**config.mk**
```make
export PLATFORM = sky130hd
export DESIGN_NAME = branch_resolve_unit_flat
export DESIGN_NICKNAME = d
export VERILOG_FILES = /design/src/rtl/branch_resolve_unit_if.sv /design/src/rtl/branch_resolve_unit.sv /design/src/flat_wrapper.sv
export SDC_FILE = /design/constraint.sdc
export NUM_CORES = 1
export LEC_CHECK = 0
export BUFFER_PORTS_ARGS = -buffer_cell sky130_fd_sc_hd__buf_2
export CAP_MARGIN = 10
export CORE_ASPECT_RATIO = 0.7
export CORE_MARGIN = 2
export CORE_UTILIZATION = 50
export DETAILED_ROUTE_END_ITERATION = 8
export PLACE_DENSITY = 0.76
export SYNTH_ARGS = -nofsm -noshare
export SYNTH_HDL_FRONTEND = slang
export SYNTH_SLANG_ARGS = --single-unit
```
**constraint.sdc**
```tcl
create_clock -name clk -period 2.28 [get_ports clk]
set_input_delay 0.456 -clock clk [delete_from_list [all_inputs] [get_ports clk]]
set_output_delay 0.456 -clock clk [all_outputs]
set_load 0.01 [all_outputs]
```
**src/rtl/branch_resolve_unit_if.sv**
```systemverilog
// rtl/branch_resolve_unit_if.sv - resolve handshake and BHT prediction port bundle
interface branch_resolve_unit_if #(
    parameter int XLEN = 32
);
    logic            flush;
    logic            in_valid;
    logic            in_ready;
    logic [XLEN-1:0] in_rs1;
    logic [XLEN-1:0] in_rs2;
    logic [2:0]      in_funct3;
    logic [XLEN-1:0] in_pc;
    logic [XLEN-1:0] in_imm;
    logic            in_pred_taken;
    logic            out_valid;
    logic            out_ready;
    logic            out_taken;
    logic            out_mispredict;
    logic [XLEN-1:0] out_redirect_pc;
    logic            out_illegal;
    logic            pred_valid;
    logic [XLEN-1:0] pred_pc;
    logic            pred_out_valid;
    logic            pred_taken;

    modport master (
        output flush, in_valid, in_rs1, in_rs2, in_funct3, in_pc, in_imm, in_pred_taken,
        output out_ready, pred_valid, pred_pc,
        input  in_ready, out_valid, out_taken, out_mispredict, out_redirect_pc, out_illegal,
        input  pred_out_valid, pred_taken
    );

    modport slave (
        input  flush, in_valid, in_rs1, in_rs2, in_funct3, in_pc, in_imm, in_pred_taken,
        input  out_ready, pred_valid, pred_pc,
        output in_ready, out_valid, out_taken, out_mispredict, out_redirect_pc, out_illegal,
        output pred_out_valid, pred_taken
    );
endinterface

```
**src/rtl/branch_resolve_unit.sv**
```systemverilog
// rtl/branch_resolve_unit.sv - registered RV32I branch resolve stage with 2-bit BHT
module branch_resolve_unit #(
    parameter int XLEN        = 32,
    parameter int BHT_ENTRIES = 64
) (
    input logic                clk,
    input logic                rst_n,
    branch_resolve_unit_if.slave bus
);
    localparam int IDXW = $clog2(BHT_ENTRIES);

    logic [1:0]      bht [BHT_ENTRIES];
    logic            accept;
    logic            eq;
    logic            lt;
    logic            ltu;
    logic            taken;
    logic            illegal;
    logic [XLEN-1:0] target;
    logic [XLEN-1:0] fallthrough;
    logic [XLEN-1:0] redirect;
    logic [IDXW-1:0] upd_idx;
    logic [IDXW-1:0] look_idx;
    logic [1:0]      cur_cnt;
    logic [1:0]      nxt_cnt;
    logic            unused_pred_bits;

    assign bus.in_ready = (!bus.out_valid || bus.out_ready) && !bus.flush;
    assign accept       = bus.in_valid && bus.in_ready;

    assign upd_idx  = bus.in_pc[IDXW+1:2];
    assign look_idx = bus.pred_pc[IDXW+1:2];
    assign unused_pred_bits = ^{bus.pred_pc[XLEN-1:IDXW+2], bus.pred_pc[1:0]};

    always_comb begin
        eq      = (bus.in_rs1 == bus.in_rs2);
        lt      = ($signed(bus.in_rs1) < $signed(bus.in_rs2));
        ltu     = (bus.in_rs1 < bus.in_rs2);
        taken   = 1'b0;
        illegal = 1'b0;
        case (bus.in_funct3)
            3'b000:  taken = eq;
            3'b001:  taken = !eq;
            3'b100:  taken = lt;
            3'b101:  taken = !lt;
            3'b110:  taken = ltu;
            3'b111:  taken = !ltu;
            default: illegal = 1'b1;
        endcase
    end

    // Both targets wrap modulo 2^XLEN; an illegal branch falls through.
    assign target      = bus.in_pc + bus.in_imm;
    assign fallthrough = bus.in_pc + XLEN'(4);
    assign redirect    = taken ? target : fallthrough;

    always_comb begin
        cur_cnt = bht[upd_idx];
        nxt_cnt = cur_cnt;
        if (taken) begin
            if (cur_cnt != 2'b11) nxt_cnt = cur_cnt + 2'd1;
        end else begin
            if (cur_cnt != 2'b00) nxt_cnt = cur_cnt - 2'd1;
        end
    end

    always_ff @(posedge clk or negedge rst_n) begin
        if (!rst_n) begin
            bus.out_valid       <= 1'b0;
            bus.out_taken       <= 1'b0;
            bus.out_mispredict  <= 1'b0;
            bus.out_illegal     <= 1'b0;
            bus.out_redirect_pc <= '0;
        end else if (bus.flush) begin
            bus.out_valid <= 1'b0;
        end else if (accept) begin
            bus.out_valid       <= 1'b1;
            bus.out_taken       <= taken;
            bus.out_mispredict  <= taken ^ bus.in_pred_taken;
            bus.out_illegal     <= illegal;
            bus.out_redirect_pc <= redirect;
        end else if (bus.out_ready) begin
            bus.out_valid <= 1'b0;
        end
    end

    always_ff @(posedge clk or negedge rst_n) begin
        if (!rst_n) begin
            for (int i = 0; i < BHT_ENTRIES; i++) bht[i] <= 2'b01;
        end else if (accept && !illegal) begin
            bht[upd_idx] <= nxt_cnt;
        end
    end

    // Lookup reads the array before this edge's update lands, giving the pre-update value.
    always_ff @(posedge clk or negedge rst_n) begin
        if (!rst_n) begin
            bus.pred_out_valid <= 1'b0;
            bus.pred_taken     <= 1'b0;
        end else begin
            bus.pred_out_valid <= bus.pred_valid;
            bus.pred_taken     <= bus.pred_valid ? bht[look_idx][1] : 1'b0;
        end
    end
endmodule

```
**src/flat_wrapper.sv**
```systemverilog
// flat-port wrapper written by rule: the top's interface ports become plain ports
module branch_resolve_unit_flat 
#(
    parameter int XLEN        = 32,
    parameter int BHT_ENTRIES = 64
)
  (clk, rst_n, bus_flush, bus_in_valid, bus_in_rs1, bus_in_rs2, bus_in_funct3, bus_in_pc, bus_in_imm, bus_in_pred_taken, bus_out_ready, bus_pred_valid, bus_pred_pc, bus_in_ready, bus_out_valid, bus_out_taken, bus_out_mispredict, bus_out_redirect_pc, bus_out_illegal, bus_pred_out_valid, bus_pred_taken);
  branch_resolve_unit_if #(.XLEN(XLEN)) bus_i ();
  input logic clk;
  input logic rst_n;
  input wire logic [$bits(bus_i.flush)-1:0] bus_flush;
  input wire logic [$bits(bus_i.in_valid)-1:0] bus_in_valid;
  input wire logic [$bits(bus_i.in_rs1)-1:0] bus_in_rs1;
  input wire logic [$bits(bus_i.in_rs2)-1:0] bus_in_rs2;
  input wire logic [$bits(bus_i.in_funct3)-1:0] bus_in_funct3;
  input wire logic [$bits(bus_i.in_pc)-1:0] bus_in_pc;
  input wire logic [$bits(bus_i.in_imm)-1:0] bus_in_imm;
  input wire logic [$bits(bus_i.in_pred_taken)-1:0] bus_in_pred_taken;
  input wire logic [$bits(bus_i.out_ready)-1:0] bus_out_ready;
  input wire logic [$bits(bus_i.pred_valid)-1:0] bus_pred_valid;
  input wire logic [$bits(bus_i.pred_pc)-1:0] bus_pred_pc;
  output wire logic [$bits(bus_i.in_ready)-1:0] bus_in_ready;
  output wire logic [$bits(bus_i.out_valid)-1:0] bus_out_valid;
  output wire logic [$bits(bus_i.out_taken)-1:0] bus_out_taken;
  output wire logic [$bits(bus_i.out_mispredict)-1:0] bus_out_mispredict;
  output wire logic [$bits(bus_i.out_redirect_pc)-1:0] bus_out_redirect_pc;
  output wire logic [$bits(bus_i.out_illegal)-1:0] bus_out_illegal;
  output wire logic [$bits(bus_i.pred_out_valid)-1:0] bus_pred_out_valid;
  output wire logic [$bits(bus_i.pred_taken)-1:0] bus_pred_taken;
  assign bus_i.flush = bus_flush;
  assign bus_i.in_valid = bus_in_valid;
  assign bus_i.in_rs1 = bus_in_rs1;
  assign bus_i.in_rs2 = bus_in_rs2;
  assign bus_i.in_funct3 = bus_in_funct3;
  assign bus_i.in_pc = bus_in_pc;
  assign bus_i.in_imm = bus_in_imm;
  assign bus_i.in_pred_taken = bus_in_pred_taken;
  assign bus_i.out_ready = bus_out_ready;
  assign bus_i.pred_valid = bus_pred_valid;
  assign bus_i.pred_pc = bus_pred_pc;
  assign bus_in_ready = bus_i.in_ready;
  assign bus_out_valid = bus_i.out_valid;
  assign bus_out_taken = bus_i.out_taken;
  assign bus_out_mispredict = bus_i.out_mispredict;
  assign bus_out_redirect_pc = bus_i.out_redirect_pc;
  assign bus_out_illegal = bus_i.out_illegal;
  assign bus_pred_out_valid = bus_i.pred_out_valid;
  assign bus_pred_taken = bus_i.pred_taken;
  branch_resolve_unit #(.XLEN(XLEN), .BHT_ENTRIES(BHT_ENTRIES)) u_core (.clk(clk), .rst_n(rst_n), .bus(bus_i));
endmodule
```
# --- Word level (Yosys, flattened, before mapping) ---
# Index checks and enable logic that the tools add are counted.
op_classes:
  addsub: 4
  magnitude_cmp: 5
  n_eq_ne: 7
  mux: 19
  n_bitwise: 4
  n_reduce_logical: 15
op_table:
  columns: ["operator", "count"]
  rows:
  - ["128-bit bitwise mux", 1]
  - ["32-bit less-than comparator", 2]
  - ["32-bit by 3-bit adder with 32-bit output, second input constant", 1]
  - ["32-bit adder", 1]
  - ["32-bit == test", 1]
  - ["32-bit 2-to-1 mux", 1]
  - ["2-bit binary-select mux with 6-bit select", 2]
  - ["2-bit 2-to-1 mux", 8]
  - ["7-bit >= comparator, second input constant", 2]
  - ["6-bit NOT with 7-bit output", 2]
  - ["2-bit demux with 6-bit select", 1]
  - ["3-bit == test, second input constant", 4]
  - ["7-bit by 1-bit less-than comparator with 1-bit output, second input constant", 1]
  - ["1-bit one-hot mux with 6 select lines", 1]
  - ["6-bit OR reduction", 1]
  - ["1-bit logical NOT", 5]
  - ["1-bit 2-to-1 mux", 5]
  - ["1-bit logical AND", 4]
  - ["3-bit by 1-bit == test with 1-bit output, second input constant", 1]
  - ["3-bit logical NOT", 1]
  - ["3-bit nonzero test", 1]
  - ["2-bit by 1-bit adder with 2-bit output, second input constant", 1]
  - ["2-bit != test, second input constant", 1]
  - ["2-bit AND reduction", 1]
  - ["5 further kinds", 5]
totals:
  ff_bits: 166
  input_bits: 170
  out_inout_bits: 39

# --- Longest topological paths before layout ---
# Gate-level depths: netlist of run 1.
logic_depth:
  word_depth: 8
  ltp_mapped: 14
  mapped_depth_nobuf: 12

# --- Least setup slack after synthesis of run 1 ---
# OpenSTA, ideal clock, no wires.
synth_timing:
  kind: "input-to-reg"
  from: "in bus_in_rs2[31]"
  to: "reg u_core.bus.out_redirect_pc[29]"
  setup_time_ns: 0.128
  arrival_ns: 2.775
  required_time_ns: 2.152
  slack_ns: -0.623
  stages: 14
  n_path_buf: 3
  path_cell_list: "inv_1 > ha_1 > nand4_1 > nor4_2 > nand2_1 > xnor2_1 > a32oi_1 > and3b_1 > clkbuf_1 > buf_2 > buf_1 > nor2_1 > mux2i_1 > nand3_1"
synth_via:
  elab_chain_len: 4
  elab_cells_between_ends: 8
  classes_between: "order compare (2); eq/ne (1); mux (2); reduce/logical (3)"
synth_rtl:
  columns: ["element", "line_no", "text"]
  rows:
  - ["from (decl)", "flat_wrapper.sv:14", "input wire logic [$bits(bus_i.in_rs2)-1:0] bus_in_rs2;"]
  - ["32-bit less-than comparator (tied with other cells)", "branch_resolve_unit.sv:38", "ltu = (bus.in_rs1 < bus.in_rs2);"]
  - ["1-bit logical NOT, on equally long branches", "branch_resolve_unit.sv:47, branch_resolve_unit.sv:43, branch_resolve_unit.sv:45", null]
  - ["1-bit one-hot mux with 6 select lines (*)", "branch_resolve_unit.sv:41", "case (bus.in_funct3)"]
  - ["32-bit 2-to-1 mux (*)", "branch_resolve_unit.sv:55", "assign redirect = taken ? target : fallthrough;"]
  - ["to (signal assigned)", "branch_resolve_unit.sv:81", "bus.out_redirect_pc <= redirect;"]
  - ["to (decl)", "branch_resolve_unit_if.sv:35", "output in_ready, out_valid, out_taken, out_mispredict, out_redirect_pc, out_illegal,"]
# Every way passes the cells marked *; elsewhere a longest branch is shown, timed or not.
# A chain may end at the register's enable or synchronous reset.

# --- Worst setup path in the final report of run 1 ---
layout_timing:
  from: "in bus_in_pc[3]"
  to: "reg u_core.bus.out_redirect_pc[27]"
layout_via:
  elab_chain_len: 2
  elab_cells_between_ends: 3
  classes_between: "add/sub (2); mux (1)"
layout_rtl:
  columns: ["element", "line_no", "text"]
  rows:
  - ["from (decl)", "flat_wrapper.sv:16", "input wire logic [$bits(bus_i.in_pc)-1:0] bus_in_pc;"]
  - ["32-bit by 3-bit adder with 32-bit output / 32-bit adder (equally long branches)", "branch_resolve_unit.sv:54, branch_resolve_unit.sv:53", null]
  - ["32-bit 2-to-1 mux (*)", "branch_resolve_unit.sv:55", null]
# Marked as above.

==> results.sh, run 1 <==
export IMPL_outcome="finished, violations left"
export IMPL_violations="setup timing"
export IMPL_r2r_end="u_core.bht[27]$_DFFE_PN0P_"
export IMPL_path_class="in -> reg"
export IMPL_p_switching_mw=2.91
export IMPL_power_density_nw_per_um2=582
export IMPL_maxClockFrequency_mhz=396
export IMPL_synth_area_top_cells="dfrtp_1, dfstp_2, nand2_1, ha_1, o21ai_0"
export IMPL_worstPathArrival_ps=2900
export IMPL_rrSetupSlack_ps=-70
export IMPL_crit_path_cell_trace="buf_12, buf_6, ha_4, o21ai_4, o211ai_1, a21oi_2, nor3b_2, o22ai_4, o41ai_4, buf_4, buf_6, xor2_1, o21ai_1, o21ai_1"
export IMPL_finalSetupViolCount=162
export IMPL_rsz0062_at_grt="true"
export IMPL_fin_area_um2=15000
export IMPL_antenna_found_initial=0
export IMPL_hold_violations=0
export IMPL_critical_path_top_delay_family="compound AO/OA/AOI/OAI gates"
export IMPL_drc_errors=0
export IMPL_min_from="bus_pred_valid"
export IMPL_synth_flop_cell="dfrtp_1"
export IMPL_htreeDepth=4
export IMPL_tns_ps=-20530
export IMPL_slowest_delay_ps=360
export IMPL_cts_tree="built"
export IMPL_vias=11300
export IMPL_seq_area_frac_synth=0.389
export IMPL_cts_sinks=166
export IMPL_p_int_mw=5.84
export IMPL_multi_input_comb_area_um2=6820
export IMPL_slowest_stage="o211ai_1"
export IMPL_fp_dieArea_um2=23000
export IMPL_switching_share=0.333
export IMPL_seq_area_um2=4230
export IMPL_syn_nets=1474
export IMPL_ant_nets=0
export IMPL_num_io_pins=209
export IMPL_gp_routability_congestion=0.995
export IMPL_cts_root_buf="clkbuf_16"
export IMPL_worstHoldPathCells=1
export IMPL_holdCritPathClass="in -> reg"
export IMPL_synthArstFlopShare=1.00
export IMPL_crit_path_max_fanout=7
export IMPL_tightest_slew_ps=596
export IMPL_vias_per_cell=5.95
export IMPL_finalWirelength_mm=37.4
export IMPL_critPathBufInv=4
export IMPL_postSynthRegisterBits=166
export IMPL_setup_worst_path_end_class="flop"
export IMPL_synthCells=1239
export IMPL_rows=45
export IMPL_firstDrtPassIters=7
export IMPL_dp_hpwl_mm=28.3
export IMPL_drv_slew=0
export IMPL_min_period_ps=2530
export IMPL_synth_area_um2=10900
export IMPL_cts_buffers=17
export IMPL_synth_top_cell_area_share=0.235
export IMPL_synth_distinct_cells=67
export IMPL_grt_first_pass_wirelength_mm=58.8
export IMPL_hold_slack_ps=136
export IMPL_grt_pass1_vias=11000
export IMPL_die_w_um=180
export IMPL_synthTopCellsByCount="nand2_1, o21ai_0, dfrtp_1"
export IMPL_area_growth_pct=38.0
export IMPL_clockBufferDepth=2
export IMPL_synth_largest_area_cell="dfrtp_1"
export IMPL_power_share_combinational=0.274
export IMPL_p_leak_nw=6.68
export IMPL_finalCoreUtilization=0.698
export IMPL_avgSynthCellArea_um2=8.78
export IMPL_initialDrtViolationCount=1481
export IMPL_finalWorstSetupSlack_ps=-247
export IMPL_cp_start_kind="primary input"
export IMPL_port_buffers=182
export IMPL_final_nets=1831
export IMPL_path_clk_slew_ps=80
export IMPL_grtUsageTotal=0.324
export IMPL_grt_remaining_overflow=0
export IMPL_fillers=1646
export IMPL_grt_max_degree=54
export IMPL_drive_above_1_share=0.390
export IMPL_fin_worst_skew_ps=14.5
export IMPL_place_area_um2=13900
export IMPL_initial_core_util=0.506
export IMPL_clk_latency_ps=440
export IMPL_sequentialPowerShare=0.390
export IMPL_detail_route_wl_per_cell_um=19.8
export IMPL_yosysMostFrequentCell="nand2_1"
export IMPL_relSlewSlack=0.603
export IMPL_reg2regPathDepth=8
export IMPL_yosysWarnings=0
export IMPL_antenna_cells=0
export IMPL_die_height_um=127
export IMPL_irDropWorstVdd_mv=0.519
export IMPL_fin_crit_sh=1.11
export IMPL_required_ps=2650
export IMPL_hold_end="u_core.bus.pred_out_valid$_DFF_PN0_"
export IMPL_synth_edff_count=0
export IMPL_p_clk_frac=0.335
export IMPL_r2r_start="u_core.bht[102]$_DFFE_PN1P_"
export IMPL_cap_violations=0
export IMPL_design_core_area_um2=21500
[registers in the layout, summed over array words and instances, names as in the netlist]
signal,count
u_core.bht,128
u_core.bus.out_illegal,1
u_core.bus.out_mispredict,1
u_core.bus.out_redirect_pc,32
u_core.bus.out_taken,1
u_core.bus.out_valid,1
u_core.bus.pred_out_valid,1
u_core.bus.pred_taken,1
[power by group through the flow]
stage	Sequential, mW	Combinational [mW]	Clock (mW)
after floorplan	3.47	1.19	0
after global placement	3.44	2.16	0
after detailed placement	3.45	2.22	0
after CTS	3.41	2.34	2.95
after global routing	3.44	2.60	3.07
final	3.42	2.40	2.93
[final cells by class]
class	count	share of cell area
tap	282	0.0235
timing repair buffer	396	0.187
sequential	166	0.282
clock buffer	17	0.0283
inverter	44	0.0128
clock inverter	15	0.0123
multi-input combinational	971	0.454
[worst reg2reg max path, delay by kind of cell, from the launching register on]
family / cells / cell delay, ps
flops: 1 / 370
fa+ha+maj: 1 / 270
simple gates: 1 / 250
compound gates: 5 / 1110
buf+inv: 1 / 210
[cell families (layout without fill, tap and decap cells)]
| kind of cell | after synthesis | after routing | synth area share |
|---|---|---|---|
| buf+inv | 102 | 472 | 0.0402 |
| mux | 27 | 27 | 0.0492 |
| xor+xnor | 52 | 52 | 0.0419 |
| fa+ha+maj | 66 | 66 | 0.0767 |
| simple gates | 440 | 440 | 0.186 |
| flops | 166 | 166 | 0.389 |
| compound gates | 386 | 386 | 0.217 |
[how the worst max path moves through the flow]
stage | start | to | slack (ps) | depth (start not counted)
floorplan | bus_in_rs1[9] | u_core.bht[11]$_DFFE_PN0P_ | -320 | 11
global placement | bus_in_pc[3] | u_core.bus.out_redirect_pc[31]$_DFFE_PN0P_ | -740 | 12
detailed placement | bus_in_pc[3] | u_core.bus.out_redirect_pc[31]$_DFFE_PN0P_ | -830 | 12
CTS | bus_in_rs2[9] | u_core.bht[27]$_DFFE_PN0P_ | -190 | 12
global route | bus_in_pc[3] | u_core.bus.out_redirect_pc[27]$_DFFE_PN0P_ | -310 | 14
finish | bus_in_pc[3] | u_core.bus.out_redirect_pc[27]$_DFFE_PN0P_ | -250 | 14
[metrics by stage]
stage,setup WS (ps),cells,power (mW)
4_1_cts,-190,1888,8.69
3_3_place_gp,-740,1846,5.60
2_1_floorplan,-321,1239,4.66
3_5_place_dp,-833,1846,5.67
5_1_grt,-305,1891,9.11
6_report,-247,1891,8.75
[metal layers]
| layer | up-vias | track usage | part of all wire |
|---|---|---|---|
| met5 | - | 0.0168 | 0.0014 |
| met3 | 77 | 0.0983 | 0.12 |
| li1 | 5193 | - | - |
| met2 | 673 | 0.486 | 0.43 |
| met4 | 2 | 0.0892 | 0.023 |
| met1 | 5308 | 0.454 | 0.43 |
[placed cells by master (no fill, tap or decap), types with 10 or more instances in the layout]
cell type and n:
a21o_1 24, a21oi_1 66, a21oi_2 17, a22oi_1 47
a31oi_1 16, and3_1 14, buf_12 14, buf_2 170
buf_4 190, buf_6 19, clkbuf_16 17, dfrtp_1 102
dfstp_2 64, ha_1 43, ha_4 20, inv_1 31
mux4_2 21, nand2_1 229, nand3_1 25, nand4_1 22
nor2_1 77, nor3_1 11, o211ai_1 10, o21ai_0 60
o21ai_1 76, xnor2_1 35, xor2_1 17
[repair_timing]
| action | CTS | global route |
|---|---|---|
| endpoints found under the hold margin | 22 | 0 |
| pin swaps | 29 | 7 |
| hold buffers | 1 | 0 |
| resized for setup | 84 | 41 |
| setup endpoints to repair | 163 | 163 |
| buffers inserted | 10 | 3 |
(Power assumes the default switching activity.)
==> inputs of run 2 (changes only) <==
--- a/config.mk
+++ b/config.mk
@@ -8,9 +8,9 @@
 export BUFFER_PORTS_ARGS = -buffer_cell sky130_fd_sc_hd__buf_2
 export CAP_MARGIN = 10
 export CORE_ASPECT_RATIO = 0.7
-export CORE_MARGIN = 2
 export CORE_UTILIZATION = 50
 export DETAILED_ROUTE_END_ITERATION = 8
+export GPL_TIMING_DRIVEN = 0
 export PLACE_DENSITY = 0.76
 export SYNTH_ARGS = -nofsm -noshare
 export SYNTH_HDL_FRONTEND = slang
==> run 2 against run 1 <==
The flow still finishes with violations (setup timing). Total power increased by 6.4%. Sequential share of layout area decreased by 0.86 points. Register-to-register slack got worse by 200 ps. Utilization increased by 3.8 points. Sequential power about the same. First-iteration DRC count increased by 4.8%. Cell area increased by 3.2%. Critical path depth decreased by 1. Global-route usage increased by 2.5 points. Clock power increased by 9.2%. Clock skew decreased by 3.2 ps. Combinational power increased by 12%. Largest power group unchanged.
==> results.sh, run 2 (synthesized netlist as in run 1, its figures left out) <==
export IMPL_gp_routability_congestion=0.983
export IMPL_ant_nets=0
export IMPL_vias=11600
export IMPL_power_share_combinational=0.289
export IMPL_sequentialPowerShare=0.368
export IMPL_clockBufferDepth=2
export IMPL_grt_pass1_vias=10700
export IMPL_drv_slew=0
export IMPL_worstPathArrival_ps=3010
export IMPL_fin_area_um2=15500
export IMPL_cts_root_buf="clkbuf_16"
export IMPL_fin_worst_skew_ps=11.4
export IMPL_htreeDepth=4
export IMPL_finalWorstSetupSlack_ps=-367
export IMPL_firstDrtPassIters=9
export IMPL_relSlewSlack=0.349
export IMPL_holdCritPathClass="in -> reg"
export IMPL_drive_above_1_share=0.428
export IMPL_wl_met2_mm=18.4
export IMPL_dp_cells=1697
export IMPL_outcome="finished, violations left"
export IMPL_grt_first_pass_wirelength_mm=59.5
export IMPL_grt_remaining_overflow=0
export IMPL_initial_core_util=0.517
export IMPL_p_int_mw=6.34
export IMPL_rows=44
export IMPL_path_clk_slew_ps=70
export IMPL_vias_per_cell=6.46
export IMPL_port_buffers=180
export IMPL_setup_worst_path_end_class="flop"
export IMPL_tightest_slew_ps=973
export IMPL_switching_share=0.319
export IMPL_highest_signal_layer="met4"
export IMPL_required_ps=2640
export IMPL_place_area_um2=12700
export IMPL_dp_hpwl_mm=26.2
export IMPL_irDropWorstVdd_mv=0.630
export IMPL_area_growth_pct=42.4
export IMPL_cap_violations=0
export IMPL_cts_tree="built"
export IMPL_layout_cells_most_common="nand2_1"
export IMPL_p_switching_mw=2.97
export IMPL_detail_route_wl_per_cell_um=23.2
export IMPL_num_io_pins=209
export IMPL_largest_register="u_core.bht"
export IMPL_p_clk_frac=0.344
export IMPL_die_height_um=125
export IMPL_maxClockFrequency_mhz=378
export IMPL_drc_errors=0
export IMPL_min_period_ps=2650
export IMPL_finalWirelength_mm=41.8
export IMPL_power_density_nw_per_um2=601
export IMPL_rsz0062_at_grt="true"
export IMPL_fp_dieArea_um2=22400
export IMPL_die_w_um=178
export IMPL_hold_violations=0
export IMPL_met3WireLength_mm=5.48
export IMPL_wl_met1_mm=16.5
export IMPL_design_core_area_um2=21000
export IMPL_top_regs="u_core.bht (128), u_core.bus.out_redirect_pc (32)"
export IMPL_path_class="in -> reg"
export IMPL_final_cell_mix="nand2_1, buf_2, dfrtp_1, nor2_1, o21ai_2"
export IMPL_final_nets=1747
export IMPL_p_leak_nw=6.63
export IMPL_antenna_found_initial=1
export IMPL_grt_max_degree=122
export IMPL_crit_path_max_fanout=5
export IMPL_final_cells=1802
export IMPL_violations="setup timing"
export IMPL_fin_crit_sh=1.16
export IMPL_cts_buffers=17
export IMPL_cp_start_kind="primary input"
export IMPL_finalSetupViolCount=162
export IMPL_largest_register_ff_count=128
export IMPL_grtUsageTotal=0.349
export IMPL_clk_latency_ps=440
export IMPL_initialDrtViolationCount=1552
export IMPL_cts_sinks=166
[run 2: cell count changes in the layout (fill, tap and decap cells not counted), moves of 10 or more]
cell	before	now
a21oi_1	66	46
a21oi_2	17	33
buf_2	170	159
buf_4	190	53
buf_6	19	35
buf_8	2	16
clkbuf_1	0	10
clkbuf_16	17	28
ha_1	43	33
ha_4	20	30
o21ai_0	60	15
o21ai_1	76	63
o21ai_2	9	66
[run 2: metal layers]
layer | GRT usage | vias up
met5 | 0 | -
met2 | 0.517 | 822
met3 | 0.112 | 169
li1 | - | 5050
met4 | 0.101 | 0
met1 | 0.486 | 5594
[run 2: final timing paths]
kind	start	to	slack, ps	cells past startpoint
max	bus_in_pc[3]	u_core.bht[11]$_DFFE_PN0P_	-370	13
min in group asynchronous	rst_n	u_core.bht[87]$_DFFE_PN0P_	500	2
max reg2reg	u_core.bus.out_valid$_DFFE_PN0P_	u_core.bht[59]$_DFFE_PN0P_	-270	9
max in group asynchronous	rst_n	u_core.bht[9]$_DFFE_PN0P_	860	3
min	bus_pred_valid	u_core.bus.pred_out_valid$_DFF_PN0_	140	1
min reg2reg	u_core.bht[30]$_DFFE_PN1P_	u_core.bht[30]$_DFFE_PN1P_	460	2
[run 2: power by group through the flow]
stage / sequential, mW / combinational (mW) / clock [mW]
finish: 3.42 / 2.69 / 3.20
global route: 3.44 / 2.86 / 3.31
CTS: 3.40 / 2.29 / 3.15
detailed placement: 3.45 / 2.01 / 0
global placement: 3.44 / 1.95 / 0
floorplan: 3.47 / 1.19 / 0
[run 2: timing repair]
action / 4_1_cts / 5_1_grt
buffers inserted: 37 / 18
setup endpoints to repair: 162 / 163
endpoints found under the hold margin: 23 / 0
gates cloned: 7 / 9
resized for setup: 179 / 226
pin swaps: 63 / 40
hold buffers: 1 / 0
[run 2: final cells by class]
class,count,area [µm²]
multi-input combinational,973,7560
fill,1395,5530
sequential,166,4230
timing repair buffer,252,1880
buffer,58,641
clock buffer,19,443
tap,276,345
clock inverter,13,196
inverter,44,193
antenna,1,2.50
[run 2: through the flow]
step | total power, mW | hold WS [ps] | utilization | setup TNS [ps] | setup WS [ps]
detailed placement | 5.45 | 370 | 0.605 | -189190 | -1430
finish | 9.31 | 137 | 0.737 | -38170 | -367
global placement | 5.39 | 454 | 0.602 | -420890 | -1740
floorplan | 4.66 | 160 | - | -42780 | -321
global route | 9.61 | 145 | 0.737 | -53560 | -419
CTS | 8.84 | 141 | 0.690 | -27900 | -257
[run 2: critical path, cell delays in order]
cell and delay, ps:
buf_12 120, buf_8 120, buf_4 140, nor3_4 340, buf_4 240, a22o_1 130
a221oi_1 40, a31oi_1 290, a21oi_2 70, and4_4 250, maj3_4 450, clkbuf_16 200
a31oi_1 150
